**config.mk**
```make
export PLATFORM = sky130hd
export DESIGN_NAME = ddr_sample_burst_writer_flat
export DESIGN_NICKNAME = d
export VERILOG_FILES = /design/src/rtl/ddr_writer_pkg.sv /design/src/rtl/ddr_sample_burst_writer_if.sv /design/src/rtl/sync_fifo_fwft.sv /design/src/rtl/ddr_sample_burst_writer.sv /design/src/flat_wrapper.sv
export SDC_FILE = /design/constraint.sdc
export NUM_CORES = 1
export LEC_CHECK = 0
export CELL_PAD_IN_SITES_DETAIL_PLACEMENT = 1
export CELL_PAD_IN_SITES_GLOBAL_PLACEMENT = 1
export CORE_MARGIN = 1
export CORE_UTILIZATION = 51
export CTS_BUF_LIST = sky130_fd_sc_hd__clkbuf_2 sky130_fd_sc_hd__clkbuf_4 sky130_fd_sc_hd__clkbuf_8
export DETAILED_ROUTE_END_ITERATION = 10
export GPL_TIMING_DRIVEN = 0
export PLACE_DENSITY = 0.71
export SLEW_MARGIN = 20
export SYNTH_ARGS = -nofsm -noshare
export SYNTH_HDL_FRONTEND = slang
export SYNTH_SLANG_ARGS = --single-unit
```
**constraint.sdc**
```tcl
create_clock -name clk_clk -period 4.67 [get_ports clk_clk]
set_input_delay 0.7005 -clock clk_clk [delete_from_list [all_inputs] [get_ports clk_clk]]
set_output_delay 0.7005 -clock clk_clk [all_outputs]
set_load 0.02 [all_outputs]
```
**src/rtl/ddr_writer_pkg.sv**
```systemverilog
// ddr_writer_pkg: shared FSM state type and address-geometry helpers for the DDR sample burst writer.
package ddr_writer_pkg;
  typedef enum logic {IDLE, BURST} state_t;
  function automatic int unsigned bytes_per_word(input int data_w);
    return data_w / 8;
  endfunction
  function automatic int unsigned burst_stride(input int burst_len, input int data_w);
    return burst_len * bytes_per_word(data_w);
  endfunction
  function automatic logic [63:0] ring_end(input logic [63:0] base, input int ring_words, input int data_w);
    return base + 64'(ring_words) * 64'(bytes_per_word(data_w));
  endfunction
endpackage

```
**src/rtl/ddr_sample_burst_writer_if.sv**
```systemverilog
// ddr_sample_burst_writer_if: Avalon-MM burst write port between the sample writer and the memory subsystem.
interface ddr_sample_burst_writer_if #(
  parameter int DATA_W = 32,
  parameter int ADDR_W = 32,
  parameter int BURST_LEN = 8
);
  logic [ADDR_W-1:0] avm_address;
  logic avm_write;
  logic [DATA_W-1:0] avm_writedata;
  logic [$clog2(BURST_LEN):0] avm_burstcount;
  logic avm_waitrequest;
  modport master (output avm_address, avm_write, avm_writedata, avm_burstcount, input avm_waitrequest);
  modport slave (input avm_address, avm_write, avm_writedata, avm_burstcount, output avm_waitrequest);
endinterface

```
**src/rtl/sync_fifo_fwft.sv**
```systemverilog
// sync_fifo_fwft: show-ahead synchronous FIFO; dout is the head word, or zero while empty.
module sync_fifo_fwft #(
  parameter int WIDTH = 32,
  parameter int DEPTH = 32
) (
  input  logic clk,
  input  logic rst_n,
  input  logic push,
  input  logic pop,
  input  logic [WIDTH-1:0] din,
  output logic [WIDTH-1:0] dout,
  output logic full,
  output logic empty,
  output logic [$clog2(DEPTH):0] count
);
  localparam int AW = $clog2(DEPTH);
  localparam int CW = AW + 1;
  logic [WIDTH-1:0] mem [DEPTH];
  logic [AW-1:0] wp, rp;
  always_ff @(posedge clk) if (push) mem[wp] <= din;
  always_ff @(posedge clk) begin
    if (!rst_n) begin
      wp <= '0;
      rp <= '0;
      count <= '0;
    end else begin
      wp <= wp + AW'(push);
      rp <= rp + AW'(pop);
      count <= count + CW'(push) - CW'(pop);
    end
  end
  assign full = count == CW'(DEPTH);
  assign empty = count == '0;
  assign dout = empty ? '0 : mem[rp];
endmodule

```
**src/rtl/ddr_sample_burst_writer.sv**
```systemverilog
// ddr_sample_burst_writer: stages a free-running sample stream in a FIFO and writes it to a DDR ring buffer
// as fixed-length Avalon-MM bursts.
module ddr_sample_burst_writer
  import ddr_writer_pkg::*;
#(
  parameter int DATA_W = 32,
  parameter int ADDR_W = 32,
  parameter int BURST_LEN = 8,
  parameter int FIFO_DEPTH = 32,
  parameter logic [ADDR_W-1:0] BASE_ADDR = '0,
  parameter int RING_WORDS = 4096
) (
  input  logic clk_clk,
  input  logic reset_reset_n,
  input  logic enable,
  input  logic clear_ovf,
  input  logic [DATA_W-1:0] sample_data,
  input  logic sample_valid,
  ddr_sample_burst_writer_if.master avm,
  output logic overflow,
  output logic [15:0] wrap_count,
  output logic [$clog2(FIFO_DEPTH):0] fill_level
);
  localparam int CW = $clog2(FIFO_DEPTH) + 1;
  localparam int BW = $clog2(BURST_LEN);
  localparam logic [ADDR_W-1:0] STRIDE = ADDR_W'(burst_stride(BURST_LEN, DATA_W));
  localparam logic [ADDR_W-1:0] END_ADDR = ADDR_W'(ring_end(64'(BASE_ADDR), RING_WORDS, DATA_W));
  state_t state, state_nx;
  logic [BW-1:0] beat;
  logic [ADDR_W-1:0] ptr, ptr_adv;
  logic pop, push, full, empty, last;
  assign pop = avm.avm_write && !avm.avm_waitrequest && !empty;
  // a full FIFO still takes a sample when the head is leaving on the same edge
  assign push = sample_valid && (!full || pop);
  assign last = pop && beat == BW'(BURST_LEN - 1);
  assign ptr_adv = ptr + STRIDE;
  sync_fifo_fwft #(.WIDTH(DATA_W), .DEPTH(FIFO_DEPTH)) u_fifo (
    .clk(clk_clk),
    .rst_n(reset_reset_n),
    .push(push),
    .pop(pop),
    .din(sample_data),
    .dout(avm.avm_writedata),
    .full(full),
    .empty(empty),
    .count(fill_level)
  );
  always_ff @(posedge clk_clk) state <= !reset_reset_n ? IDLE : state_nx;
  always_comb begin
    state_nx = state == IDLE ? ((enable && fill_level >= CW'(BURST_LEN)) ? BURST : IDLE)
                             : (last ? IDLE : BURST);
  end
  always_comb begin
    avm.avm_write = state == BURST;
    avm.avm_address = ptr;
    avm.avm_burstcount = (BW + 1)'(BURST_LEN);
  end
  always_ff @(posedge clk_clk) begin
    if (!reset_reset_n) begin
      beat <= '0;
      ptr <= BASE_ADDR;
      wrap_count <= '0;
      overflow <= 1'b0;
    end else begin
      if (pop) beat <= beat + BW'(1);
      if (last) ptr <= ptr_adv == END_ADDR ? BASE_ADDR : ptr_adv;
      if (last && ptr_adv == END_ADDR) wrap_count <= wrap_count + 16'd1;
      overflow <= clear_ovf ? 1'b0 : (overflow || (sample_valid && !push));
    end
  end
endmodule

```
**src/flat_wrapper.sv**
```systemverilog
// flat-port wrapper written by rule: the top's interface ports become plain ports
module ddr_sample_burst_writer_flat import ddr_writer_pkg::*;
#(
  parameter int DATA_W = 32,
  parameter int ADDR_W = 32,
  parameter int BURST_LEN = 8,
  parameter int FIFO_DEPTH = 32,
  parameter logic [ADDR_W-1:0] BASE_ADDR = '0,
  parameter int RING_WORDS = 4096
)
  (clk_clk, reset_reset_n, enable, clear_ovf, sample_data, sample_valid, overflow, wrap_count, fill_level, avm_avm_address, avm_avm_write, avm_avm_writedata, avm_avm_burstcount, avm_avm_waitrequest);
  ddr_sample_burst_writer_if #(.DATA_W(DATA_W), .ADDR_W(ADDR_W), .BURST_LEN(BURST_LEN)) avm_i ();
  input  logic clk_clk;
  input  logic reset_reset_n;
  input  logic enable;
  input  logic clear_ovf;
  input  logic [DATA_W-1:0] sample_data;
  input  logic sample_valid;
  output logic overflow;
  output logic [15:0] wrap_count;
  output logic [$clog2(FIFO_DEPTH):0] fill_level;
  output wire logic [$bits(avm_i.avm_address)-1:0] avm_avm_address;
  output wire logic [$bits(avm_i.avm_write)-1:0] avm_avm_write;
  output wire logic [$bits(avm_i.avm_writedata)-1:0] avm_avm_writedata;
  output wire logic [$bits(avm_i.avm_burstcount)-1:0] avm_avm_burstcount;
  input wire logic [$bits(avm_i.avm_waitrequest)-1:0] avm_avm_waitrequest;
  assign avm_avm_address = avm_i.avm_address;
  assign avm_avm_write = avm_i.avm_write;
  assign avm_avm_writedata = avm_i.avm_writedata;
  assign avm_avm_burstcount = avm_i.avm_burstcount;
  assign avm_i.avm_waitrequest = avm_avm_waitrequest;
  ddr_sample_burst_writer #(.DATA_W(DATA_W), .ADDR_W(ADDR_W), .BURST_LEN(BURST_LEN), .FIFO_DEPTH(FIFO_DEPTH), .BASE_ADDR(BASE_ADDR), .RING_WORDS(RING_WORDS)) u_core (.clk_clk(clk_clk), .reset_reset_n(reset_reset_n), .enable(enable), .clear_ovf(clear_ovf), .sample_data(sample_data), .sample_valid(sample_valid), .avm(avm_i), .overflow(overflow), .wrap_count(wrap_count), .fill_level(fill_level));
endmodule
```
Word level (Yosys, flattened, before mapping). Memory sizes are Yosys's and may differ from the RTL's. A register that Yosys moved wholly into a read port is not among the register bits. Cells that the tools add are included.

Bits in registers: 69. Bits in writable memories: 1024. Memories kept: 1. Word-level logic and storage cells: 44. Output and inout port bits: 92.

Memories: u_core.u_fifo.mem (depth 32, width 32, rd ports 1, clocked after memory_dff 1, wr ports 1, RTL line sync_fifo_fwft.sv:18) `logic [WIDTH-1:0] mem [DEPTH];`.

Equality and inequality tests: 3. Order comparisons: 1. $add $sub $neg: 7. Reduce and logical (&&, ||, !) cells: 15. Bitwise operators: 1. Multiplexer cells: 8.

Operators with widths (number): 32-bit 2-to-1 mux (2); 32-bit by 6-bit adder with 32-bit output (second input constant) (1); 32-bit by 15-bit == test with 1-bit output (second input constant) (1); 16-bit by 1-bit adder with 16-bit output (second input constant) (1); 5-bit by 1-bit adder with 5-bit output (2); 1-bit logical AND (7); 6-bit by 1-bit adder with 6-bit output (1); 6-bit == test (second input constant) (1); 6-bit by 4-bit >= comparator with 1-bit output (second input constant) (1); 6-bit logical NOT (1); 6-bit by 1-bit subtractor with 6-bit output (1); 1-bit 2-to-1 mux (5); 5-bit 2-to-1 mux (1); 1-bit logical NOT (4); 3-bit by 1-bit adder with 3-bit output (second input constant) (1); 3-bit == test (second input constant) (1); 1-bit logical OR (2); 2-bit OR reduction (1); 1-bit NOT (1).

Logic depth before layout (Yosys ltp). Gate-level depths: netlist (run 1).

Depth in word-level cells: 8. Mapped depth: 15.

Cells and area by module. From an unflattened synthesis (run 1), not the netlist that was laid out.

Cells, all modules: 2034. Area total of the unflattened synthesis: 43086.3 µm².

By module, submodules not included: sync_fifo_fwft (area each 40398.7 µm², sequential area each 31069.8 µm², times used 1, cells an instance 1689); ddr_sample_burst_writer (area each 2687.6 µm², sequential area each 960.9 µm², times used 1, cells an instance 345).

Worst setup path after synthesis (run 1). OpenSTA, ideal clock, no wires.

Path type: register -> register. Start point: register u_core.u_fifo.count[3]. End point: memory u_core.u_fifo.mem[28][0] (enable). Arrival time: 3.596 ns. Library setup time: 0.421 ns. Cell stages (with the launch flop): 11. Path slack: 0.653 ns. Path buffers: 2. Cells stage by stage: dfxtp_1 > inv_1 > ha_1 > nor4bb_1 > clkbuf_1 > nor3b_2 > nand3b_1 > nand2_1 > or3_1 > clkbuf_1 > nor2_1.

Cells in the longest elaborated chain, start to end: 7.

Ends and longest elaborated chain: start: declaration (RTL line sync_fifo_fwft.sv:14) `output logic [$clog2(DEPTH):0] count`; start signal: assignment (RTL line sync_fifo_fwft.sv:29) `count <= count + CW'(push) - CW'(pop);`; 6-bit logical NOT (RTL line sync_fifo_fwft.sv:33) `assign empty = count == '0;`; 1-bit logical NOT (RTL line ddr_sample_burst_writer.sv:32) `assign pop = avm.avm_write && !avm.avm_waitrequest && !empty;`; 1-bit logical AND (RTL line ddr_sample_burst_writer.sv:32); 1-bit logical OR (*) (RTL line ddr_sample_burst_writer.sv:34) `assign push = sample_valid && (!full || pop);`; 1-bit logical AND (*) (RTL line ddr_sample_burst_writer.sv:34); 1-bit 2-to-1 mux (*) (RTL line sync_fifo_fwft.sv:20) `always_ff @(posedge clk) if (push) mem[wp] <= din;`; 1-bit 2-to-1 mux (not written as such) (*) (RTL line sync_fifo_fwft.sv:20); end: declaration (RTL line sync_fifo_fwft.sv:18).

Every way passes the cells marked *; elsewhere a longest branch is shown, timed or not.

==> report_table.html, run 1 <==
<table>
<tr><th>Metric</th><th>Value</th></tr>
<tr><th colspan="2">Floorplan</th></tr>
<tr><td>Die Area</td><td>0.08443 mm^2</td></tr>
<tr><td>Starting density of the core</td><td>0.5164</td></tr>
<tr><td>Number of top-level design ports</td><td>130</td></tr>
<tr><td>Die H</td><td>290.6 um</td></tr>
<tr><td>Std-Cell Rows</td><td>105</td></tr>
<tr><td>Core outline area</td><td>0.08224 mm^2</td></tr>
<tr><td>Die X</td><td>290.6 um</td></tr>
<tr><th colspan="2">CTS</th></tr>
<tr><td>CTS Hold Bufs</td><td>0</td></tr>
<tr><td>Clock root buffer</td><td>sky130_fd_sc_hd__clkbuf_8</td></tr>
<tr><td>Clock transition at path regs</td><td>0.06 ns</td></tr>
<tr><td>Clk sinks</td><td>1088</td></tr>
<tr><td>Clock latency on the worst-skew pair</td><td>0.85 ns</td></tr>
<tr><td>Number of buffers created by CTS</td><td>174</td></tr>
<tr><td>Count of H-tree levels built during CTS</td><td>4</td></tr>
<tr><td>TritonCTS clock tree</td><td>built</td></tr>
<tr><td>CTS max path bufs</td><td>3</td></tr>
<tr><th colspan="2">Logic synthesis</th></tr>
<tr><td>Synth warn</td><td>0</td></tr>
<tr><td>Flip-flop and latch count after synthesis</td><td>1088</td></tr>
<tr><td>Post-synthesis area per instance</td><td>21.63 um^2</td></tr>
<tr><td>Async set-or-reset flop fraction in the synthesized netlist</td><td>0</td></tr>
<tr><td>Netlist area before placement</td><td>0.04247 mm^2</td></tr>
<tr><td>Sequential area share after synthesis</td><td>0.7542</td></tr>
<tr><td>Count of flip-flops with a built-in enable after synthesis</td><td>1024</td></tr>
<tr><td>Dominant synthesized flop cell</td><td>sky130_fd_sc_hd__edfxtp_1</td></tr>
<tr><td>Number of instances in the synthesized netlist</td><td>1963</td></tr>
<tr><td>Post-synth cell types</td><td>55</td></tr>
<tr><th colspan="2">Setup path</th></tr>
<tr><td>Arrival time of the worst setup path</td><td>3.93 ns</td></tr>
<tr><td>Largest fanout of any net on the critical path</td><td>10</td></tr>
<tr><td>CP Capture Type</td><td>output pin</td></tr>
<tr><td>Most used cell along the critical path</td><td>sky130_fd_sc_hd__mux4_2</td></tr>
<tr><td>Startpoint type of the worst setup path</td><td>flop</td></tr>
<tr><td>Cell type of the slowest stage on the worst timing path</td><td>sky130_fd_sc_hd__clkdlybuf4s50_1</td></tr>
<tr><td>Path type of the worst setup path</td><td>reg2out</td></tr>
<tr><td>Max stage delay on crit path</td><td>0.61 ns</td></tr>
<tr><td>Worst endpoint required time</td><td>3.97 ns</td></tr>
<tr><td>Critical path, cell by cell</td><td>clkbuf_1 -&gt; buf_4 -&gt; clkbuf_4 -&gt; mux4_2 -&gt; mux4_2 -&gt; mux2i_1 -&gt; nor2_1 -&gt; clkdlybuf4s50_1</td></tr>
<tr><th colspan="2">Global routing</th></tr>
<tr><td>Antenna violations before repair</td><td>1</td></tr>
<tr><td>Maximum number of pins on one net before global-route repair</td><td>33</td></tr>
<tr><td>Vias in the first global route</td><td>23390</td></tr>
<tr><td>Total global routing overflow</td><td>0</td></tr>
<tr><td>First-pass GRT wire length</td><td>162900 um</td></tr>
<tr><td>Global-route usage over all layers</td><td>0.2727</td></tr>
<tr><th colspan="2">Route</th></tr>
<tr><td>WL/cell</td><td>31.66 um</td></tr>
<tr><td>Vias per cell</td><td>6.145</td></tr>
<tr><td>Initial DRT Pass Iterations</td><td>5</td></tr>
<tr><td>Total Wirelength</td><td>112100 um</td></tr>
<tr><td>Initial drt markers</td><td>2137</td></tr>
<tr><td>DR vias</td><td>21750</td></tr>
<tr><td>Routed Antenna Nets</td><td>0</td></tr>
<tr><td>DR DRC count</td><td>0</td></tr>
<tr><th colspan="2">Finish</th></tr>
<tr><td>Area of all placed cells without fillers</td><td>0.05039 mm^2</td></tr>
<tr><td>Layout overhead on the synthesized area</td><td>18.64%</td></tr>
<tr><td>Final net count</td><td>2386</td></tr>
<tr><td>Fill count</td><td>6873</td></tr>
<tr><td>Proportion of layout cells with a drive suffix above 1</td><td>0.3289</td></tr>
<tr><td>Final core utilization</td><td>0.6127</td></tr>
<tr><th colspan="2">Timing</th></tr>
<tr><td>Post-Route Hold Slack</td><td>0.3840 ns</td></tr>
<tr><td>Max-slew violations</td><td>0</td></tr>
<tr><td>Skew final</td><td>0.03607 ns</td></tr>
<tr><td>Final clock period utilization by the worst path</td><td>0.9919</td></tr>
<tr><td>Max Clock Freq</td><td>215.9 MHz</td></tr>
<tr><td>Number of hold violations in the final report</td><td>0</td></tr>
<tr><td>Setup violation total in the final timing report</td><td>0</td></tr>
<tr><td>Slew at the pin closest to its max-slew limit</td><td>1.121 ns</td></tr>
<tr><td>Max transition margin</td><td>0.2506</td></tr>
<tr><td>Minimum clock period</td><td>4.632 ns</td></tr>
<tr><th colspan="2">Run status</th></tr>
<tr><td>Result of the run</td><td>finished clean</td></tr>
<tr><th colspan="2">Placed design</th></tr>
<tr><td>Port Buffer Count</td><td>120</td></tr>
<tr><td>HPWL after detailed placement</td><td>73650 um</td></tr>
<tr><td>Area of placed instances</td><td>0.04657 mm^2</td></tr>
<tr><td>Final estimated routing congestion in global placement</td><td>0.8077</td></tr>
<tr><th colspan="2">Job</th></tr>
<tr><td># Max-Cap Violations</td><td>0</td></tr>
<tr><th colspan="2">Power and ir drop</th></tr>
<tr><td>Static leakage</td><td>15.70 nW</td></tr>
<tr><td>Maximum VDD drop</td><td>0.3283 mV</td></tr>
<tr><td>Total power per unit cell area</td><td>434.9 mW/mm^2</td></tr>
<tr><th colspan="2">Min path</th></tr>
<tr><td>Hold Path Class</td><td>in2reg</td></tr>
</table>
[final cells by class]
class | instances | area [um^2] | area share
inverters | 12 | 45.04 | 0.0008940
clock inverters | 68 | 415.4 | 0.008244
diodes | 1 | 2.502 | 0.00004966
flip-flops and latches | 1088 | 32030 | 0.6357
repair buffers | 185 | 2522 | 0.05006
plain buffers | 116 | 867.1 | 0.01721
well taps | 1070 | 1339 | 0.02657
multi-input cells | 753 | 10180 | 0.2020
clock buffers | 247 | 2987 | 0.05927
[per-layer routing]
layer	global-route usage	routed length, um	part of all wire
met4	0.08349	2515	0.022
met1	0.3649	44410	0.40
met5	0	0	0
met2	0.4582	57740	0.52
met3	0.05093	7423	0.066
[what timing repair did]
item,4_1_cts,5_1_grt
pin swaps,4,0
buffers inserted,8,0
resized for setup,174,14
setup endpoints to repair,100,72
[cell usage in the layout, fill, tap and decap left out, types with 24 or more instances in the layout]
cell type,netlist,final
sky130_fd_sc_hd__buf_12,0,42
sky130_fd_sc_hd__nor2_1,130,98
sky130_fd_sc_hd__nor2_4,0,32
sky130_fd_sc_hd__nand2_1,27,27
sky130_fd_sc_hd__clkinv_1,0,33
sky130_fd_sc_hd__xor2_1,27,27
sky130_fd_sc_hd__clkdlybuf4s50_1,0,105
sky130_fd_sc_hd__mux4_2,320,320
sky130_fd_sc_hd__xnor2_1,24,24
sky130_fd_sc_hd__dfxtp_1,64,63
sky130_fd_sc_hd__mux2i_1,37,36
sky130_fd_sc_hd__clkbuf_4,0,80
sky130_fd_sc_hd__clkbuf_8,0,191
sky130_fd_sc_hd__edfxtp_1,1024,1024
sky130_fd_sc_hd__buf_4,9,24
[cells in the mapped netlist, drive strengths merged, types with 2 or more instances]
| library cell | instances | area share |
|---|---|---|
| a211oi | 2 | 0.00035 |
| mux4 | 320 | 0.17 |
| or3b | 2 | 0.00041 |
| a31oi | 2 | 0.00029 |
| conb | 2 | 0.00018 |
| ha | 17 | 0.0050 |
| o21ai | 8 | 0.00094 |
| and4 | 3 | 0.00062 |
| a21o | 4 | 0.00071 |
| or3 | 10 | 0.0015 |
| nand2 | 27 | 0.0024 |
| and3 | 12 | 0.0018 |
| xor2 | 27 | 0.0056 |
| nor2 | 130 | 0.011 |
| nand3 | 24 | 0.0031 |
| nand2b | 4 | 0.00059 |
| nand3b | 5 | 0.00088 |
| clkbuf | 68 | 0.0061 |
| a211o | 2 | 0.00041 |
| or2 | 2 | 0.00029 |
| nor4bb | 2 | 0.00047 |
| dfxtp | 64 | 0.030 |
| buf | 49 | 0.0056 |
| xnor2 | 24 | 0.0049 |
| a21oi | 14 | 0.0016 |
| nor3b | 2 | 0.00047 |
| mux2i | 37 | 0.0087 |
| inv | 12 | 0.0011 |
| nor4 | 8 | 0.0013 |
| edfxtp | 1024 | 0.72 |
| o2111ai | 2 | 0.00041 |
| nor3 | 11 | 0.0013 |
| and2 | 13 | 0.0019 |
| nand4 | 17 | 0.0029 |
[power by group]
| part | internal, mW | switching [mW] |
|---|---|---|
| clock | 4.29 | 3.76 |
| sequential | 10.8 | 0.0651 |
| combinational | 1.35 | 1.61 |
[kinds of logic after synthesis]
group / after synthesis / synth area share
DFF: 1088 / 0.7542
adders and majority gates: 18 / 0.005480
buffers and inverters: 129 / 0.01270
xor gates and xnor gates: 51 / 0.01052
AOI/OAI and AO/OA: 42 / 0.006364
other: 2 / 0.0001768
and+or+nand+nor: 276 / 0.03214
muxes: 357 / 0.1784
[metrics by stage]
| step | std cells | power [mW] | setup WS (ns) | TNS (ns) |
|---|---|---|---|---|
| after floorplan | 1970 | 12.74 | 0.6530 | 0 |
| after global placement | 3160 | 13.83 | -2.095 | -1893.26 |
| after detailed placement | 3217 | 14.03 | -0.3327 | -2.776 |
| after CTS | 3539 | 22.10 | -0.04082 | -0.09547 |
| after global routing | 3540 | 22.62 | -0.05720 | -0.3868 |
| final | 3540 | 21.91 | 0.03761 | 0 |
[worst max-delay path, delay by kind of cell, from the launching register on]
kind	cells	cell delay, ns
buffers and inverters	4	1.53
and+or+nand+nor	1	0.06
muxes	3	1.07
DFF	1	0.40
[sequential cells by signal, indices dropped and copies added, names as in the netlist, 3 cells and up]
register / flops
u_core.u_fifo.rp: 5
u_core.u_fifo.mem: 1024
u_core.wrap_count: 16
u_core.u_fifo.wp: 5
u_core.avm.avm_address: 27
u_core.beat: 3
u_core.u_fifo.count: 6
[path summary, 6_finish.rpt]
path | cells after the start | slack (ns) | from | endpoint
worst max register to register | 11 | 0.18 | u_core.u_fifo.count[3]$_SDFF_PN0_ | u_core.u_fifo.mem[8][15]$_DFFE_PP_
worst max-delay path | 8 | 0.04 | u_core.u_fifo.rp[1]$_SDFF_PN0_ | avm_avm_writedata[0]
worst min register to register | 2 | 0.51 | u_core.wrap_count[15]$_SDFFE_PN0P_ | u_core.wrap_count[15]$_SDFFE_PN0P_
worst min-delay path | 1 | 0.38 | sample_data[21] | u_core.u_fifo.mem[6][21]$_DFFE_PP_
Power figures use the tool's default switching activity.
==> inputs of run 2 (changes only) <==
Settings changed: CORE_UTILIZATION 51 to 55, PLACE_DENSITY 0.71 to 0.76.
==> run 2 against run 1 <==
Compared with the run above: the flow now finishes with violations (setup timing); cell count shrank 0.56%; sequential share of layout area decreased by 0.18 points; utilization rose by 5.0 points; via count rose by 7.7%; routed wire length is 15% higher; fmax is 4.7% lower; sequential cell count stayed put; total power up 1.7%; critical path depth is 1 lower.
==> report_table.html, run 2 (same netlist as run 1, synthesis figures left out) <==
<table>
<tr><th>Metric</th><th>Value</th></tr>
<tr><th colspan="2">Run status</th></tr>
<tr><td>Result of the run</td><td>finished with violations</td></tr>
<tr><td>Violations in the final reports</td><td>setup timing</td></tr>
<tr><th colspan="2">Setup path</th></tr>
<tr><td>Startpoint type of the worst setup path</td><td>flop</td></tr>
<tr><td>Worst endpoint required time</td><td>3.97 ns (about the same)</td></tr>
<tr><td>Path type of the worst setup path</td><td>reg2out</td></tr>
<tr><td>CP Capture Type</td><td>output pin</td></tr>
<tr><td>Largest fanout of any net on the critical path</td><td>10 (unchanged)</td></tr>
<tr><td>Arrival time of the worst setup path</td><td>4.16 ns (+0.23 ns)</td></tr>
<tr><th colspan="2">Timing</th></tr>
<tr><td>Max-slew violations</td><td>0 (unchanged)</td></tr>
<tr><td>Min setup slack post-route</td><td>-0.1887 ns (-0.2264 ns)</td></tr>
<tr><td>Skew final</td><td>0.05176 ns (+0.01569 ns)</td></tr>
<tr><td>Max Clock Freq</td><td>205.8 MHz (-4.7%)</td></tr>
<tr><td>Setup violation total in the final timing report</td><td>40 (+40)</td></tr>
<tr><td>Slew at the pin closest to its max-slew limit</td><td>1.176 ns (+0.05504 ns)</td></tr>
<tr><td>Fin Setup TNS</td><td>-2.143 ns (-2.143 ns)</td></tr>
<tr><td>Max transition margin</td><td>0.2138 (-0.03681)</td></tr>
<tr><td>Post-Route Hold Slack</td><td>0.4005 ns (+0.01649 ns)</td></tr>
<tr><td>Final clock period utilization by the worst path</td><td>1.040 (+0.04847)</td></tr>
<tr><td>Number of hold violations in the final report</td><td>0 (unchanged)</td></tr>
<tr><td>Minimum clock period</td><td>4.859 ns (+0.2264 ns)</td></tr>
<tr><th colspan="2">Route</th></tr>
<tr><td>DR DRC count</td><td>0 (unchanged)</td></tr>
<tr><td>Initial DRT Pass Iterations</td><td>7 (+2)</td></tr>
<tr><td>WL/cell</td><td>36.76 um (+16%)</td></tr>
<tr><td>Routed Antenna Nets</td><td>0 (unchanged)</td></tr>
<tr><td>Vias per cell</td><td>6.655 (+8.3%)</td></tr>
<tr><td>DR vias</td><td>23430 (+7.7%)</td></tr>
<tr><td>Total Wirelength</td><td>129400 um (+15%)</td></tr>
<tr><td>Initial drt markers</td><td>3210 (+50%)</td></tr>
<tr><th colspan="2">Finish</th></tr>
<tr><td>Most frequent standard cell in the layout excluding fill and tap cells</td><td>sky130_fd_sc_hd__edfxtp_1</td></tr>
<tr><td>Final core utilization</td><td>0.6631 (+0.05043)</td></tr>
<tr><td>Layout overhead on the synthesized area</td><td>18.98%</td></tr>
<tr><td>Proportion of layout cells with a drive suffix above 1</td><td>0.3329 (+0.004053)</td></tr>
<tr><td>Area of all placed cells without fillers</td><td>0.05053 mm^2 (+0.28%)</td></tr>
<tr><td>Filler-free cell count of the finished design</td><td>3520 (-0.56%)</td></tr>
<tr><td>Most used cells in the layout excluding fill and tap cells</td><td>1024 x sky130_fd_sc_hd__edfxtp_1, 320 x sky130_fd_sc_hd__mux4_2, 182 x sky130_fd_sc_hd__clkbuf_8</td></tr>
<tr><td>Register with the highest flop count</td><td>u_core.u_fifo.mem</td></tr>
<tr><td>Fill count</td><td>6207 (-9.7%)</td></tr>
<tr><td>Max FFs per register</td><td>1024 (unchanged)</td></tr>
<tr><td>Final net count</td><td>2417 (+1.3%)</td></tr>
<tr><th colspan="2">CTS</th></tr>
<tr><td>Count of H-tree levels built during CTS</td><td>4 (unchanged)</td></tr>
<tr><td>Clock latency on the worst-skew pair</td><td>0.86 ns (about the same)</td></tr>
<tr><td>CTS max path bufs</td><td>3 (unchanged)</td></tr>
<tr><td>TritonCTS clock tree</td><td>built</td></tr>
<tr><td>Number of buffers created by CTS</td><td>170 (-2.3%)</td></tr>
<tr><td>CTS Hold Bufs</td><td>0 (unchanged)</td></tr>
<tr><td>Clock root buffer</td><td>sky130_fd_sc_hd__clkbuf_8</td></tr>
<tr><td>Clk sinks</td><td>1088 (unchanged)</td></tr>
<tr><td>Clock transition at path regs</td><td>0.09 ns (+0.03 ns)</td></tr>
<tr><th colspan="2">Global routing</th></tr>
<tr><td>Vias in the first global route</td><td>24100 (+3.0%)</td></tr>
<tr><td>First-pass GRT wire length</td><td>172800 um (+6.1%)</td></tr>
<tr><td>Total global routing overflow</td><td>0 (unchanged)</td></tr>
<tr><td>Antenna violations before repair</td><td>2 (+1)</td></tr>
<tr><td>Maximum number of pins on one net before global-route repair</td><td>33 (unchanged)</td></tr>
<tr><td>Global-route usage over all layers</td><td>0.3188 (+0.04613)</td></tr>
<tr><th colspan="2">Floorplan</th></tr>
<tr><td>Die Area</td><td>0.07833 mm^2 (-7.2%)</td></tr>
<tr><td>Die X</td><td>279.9 um (-3.7%)</td></tr>
<tr><td>Core outline area</td><td>0.07620 mm^2 (-7.3%)</td></tr>
<tr><td>Number of top-level design ports</td><td>130 (unchanged)</td></tr>
<tr><td>Die H</td><td>279.9 um (-3.7%)</td></tr>
<tr><td>Starting density of the core</td><td>0.5573 (+0.04093)</td></tr>
<tr><td>Std-Cell Rows</td><td>101 (-3.8%)</td></tr>
<tr><th colspan="2">Placed design</th></tr>
<tr><td>HPWL after detailed placement</td><td>72060 um (-2.2%)</td></tr>
<tr><td>Final estimated routing congestion in global placement</td><td>0.8019 (-0.72%)</td></tr>
<tr><td>Inst Count DP</td><td>3160 (-1.8%)</td></tr>
<tr><td>Area of placed instances</td><td>0.04620 mm^2 (-0.79%)</td></tr>
<tr><td>Port Buffer Count</td><td>120 (unchanged)</td></tr>
<tr><td>Post-place setup slack</td><td>-0.2736 ns (+0.05910 ns)</td></tr>
<tr><th colspan="2">Power and ir drop</th></tr>
<tr><td>Static leakage</td><td>15.80 nW (+0.65%)</td></tr>
<tr><td>Total power per unit cell area</td><td>440.9 mW/mm^2 (+1.4%)</td></tr>
<tr><td>Maximum VDD drop</td><td>0.3341 mV (+1.8%)</td></tr>
<tr><td>Final Total Pwr</td><td>22.28 mW (+1.7%)</td></tr>
<tr><th colspan="2">Min path</th></tr>
<tr><td>Hold Path Class</td><td>in2reg</td></tr>
<tr><th colspan="2">Job</th></tr>
<tr><td># Max-Cap Violations</td><td>0 (unchanged)</td></tr>
</table>
-- run 2: cell types whose count changed in the layout (fill, tap and decap cells not counted), moves of 4 or more --
cell,before,now
sky130_fd_sc_hd__clkbuf_8,191,182
sky130_fd_sc_hd__clkinv_2,20,9
sky130_fd_sc_hd__clkinv_1,33,37
sky130_fd_sc_hd__buf_4,24,57
-- run 2: worst paths after layout --
check                                        end  cells past startpoint  slack, ns                         startpoint
min reg2reg    u_core.wrap_count[5]$_SDFFE_PN0P_                      2       0.54  u_core.wrap_count[5]$_SDFFE_PN0P_
max                        avm_avm_writedata[19]                      7      -0.19  u_core.u_fifo.count[3]$_SDFF_PN0_
min           u_core.u_fifo.mem[14][8]$_DFFE_PP_                      1       0.40                     sample_data[8]
max reg2reg  u_core.u_fifo.mem[18][15]$_DFFE_PP_                     11      -0.05  u_core.u_fifo.count[3]$_SDFF_PN0_
-- run 2: final cells by class --
cell class / count / area (um^2) / area share
clock inverter: 63 / 425.4 / 0.008419
antenna: 3 / 7.507 / 0.0001486
multi-input combinational: 753 / 10180 / 0.2014
clock buffer: 235 / 2865 / 0.05671
timing repair buffer: 221 / 2819 / 0.05579
buffer: 115 / 869.6 / 0.01721
sequential: 1088 / 32030 / 0.6339
tap: 1030 / 1289 / 0.02551
inverter: 12 / 45.04 / 0.0008914
-- run 2: per-layer routing --
layer / share of wire / vias up / global-route usage
li1: - / 8970 / -
met5: 0 / - / 0
met4: 0.044 / 0 / 0.1334
met1: 0.36 / 12370 / 0.4103
met2: 0.51 / 1716 / 0.5322
met3: 0.091 / 367 / 0.06697
-- run 2: timing repair --
| action | in CTS | in global routing |
|---|---|---|
| cloned | 1 | 0 |
| endpoints found under the setup margin | 533 | 496 |
| setup buffers | 25 | 35 |
| resized for setup | 171 | 26 |
| pin swaps | 13 | 15 |
-- run 2: power by group --
group	leakage [nW]	switching, mW	internal, mW
clock	1.73	4.00	4.19
sequential	9.74	0.0902	10.8
combinational	4.33	1.77	1.39
-- run 2: critical path, stage by stage (launching register included) --
cell	delay [ns]
sky130_fd_sc_hd__dfxtp_1	0.36
sky130_fd_sc_hd__inv_1	0.14
sky130_fd_sc_hd__ha_1	0.24
sky130_fd_sc_hd__nor4bb_1	0.42
sky130_fd_sc_hd__clkdlybuf4s15_1	0.82
sky130_fd_sc_hd__clkbuf_2	0.55
sky130_fd_sc_hd__nor2_1	0.19
sky130_fd_sc_hd__clkdlybuf4s50_1	0.59
==> inputs of run 3 (changes only) <==
Settings changed: ABC_CLOCK_PERIOD_IN_PS set to 4670.
==> results of run 3 <==
Final layout, timing and power as in run 2 (identical DEF).
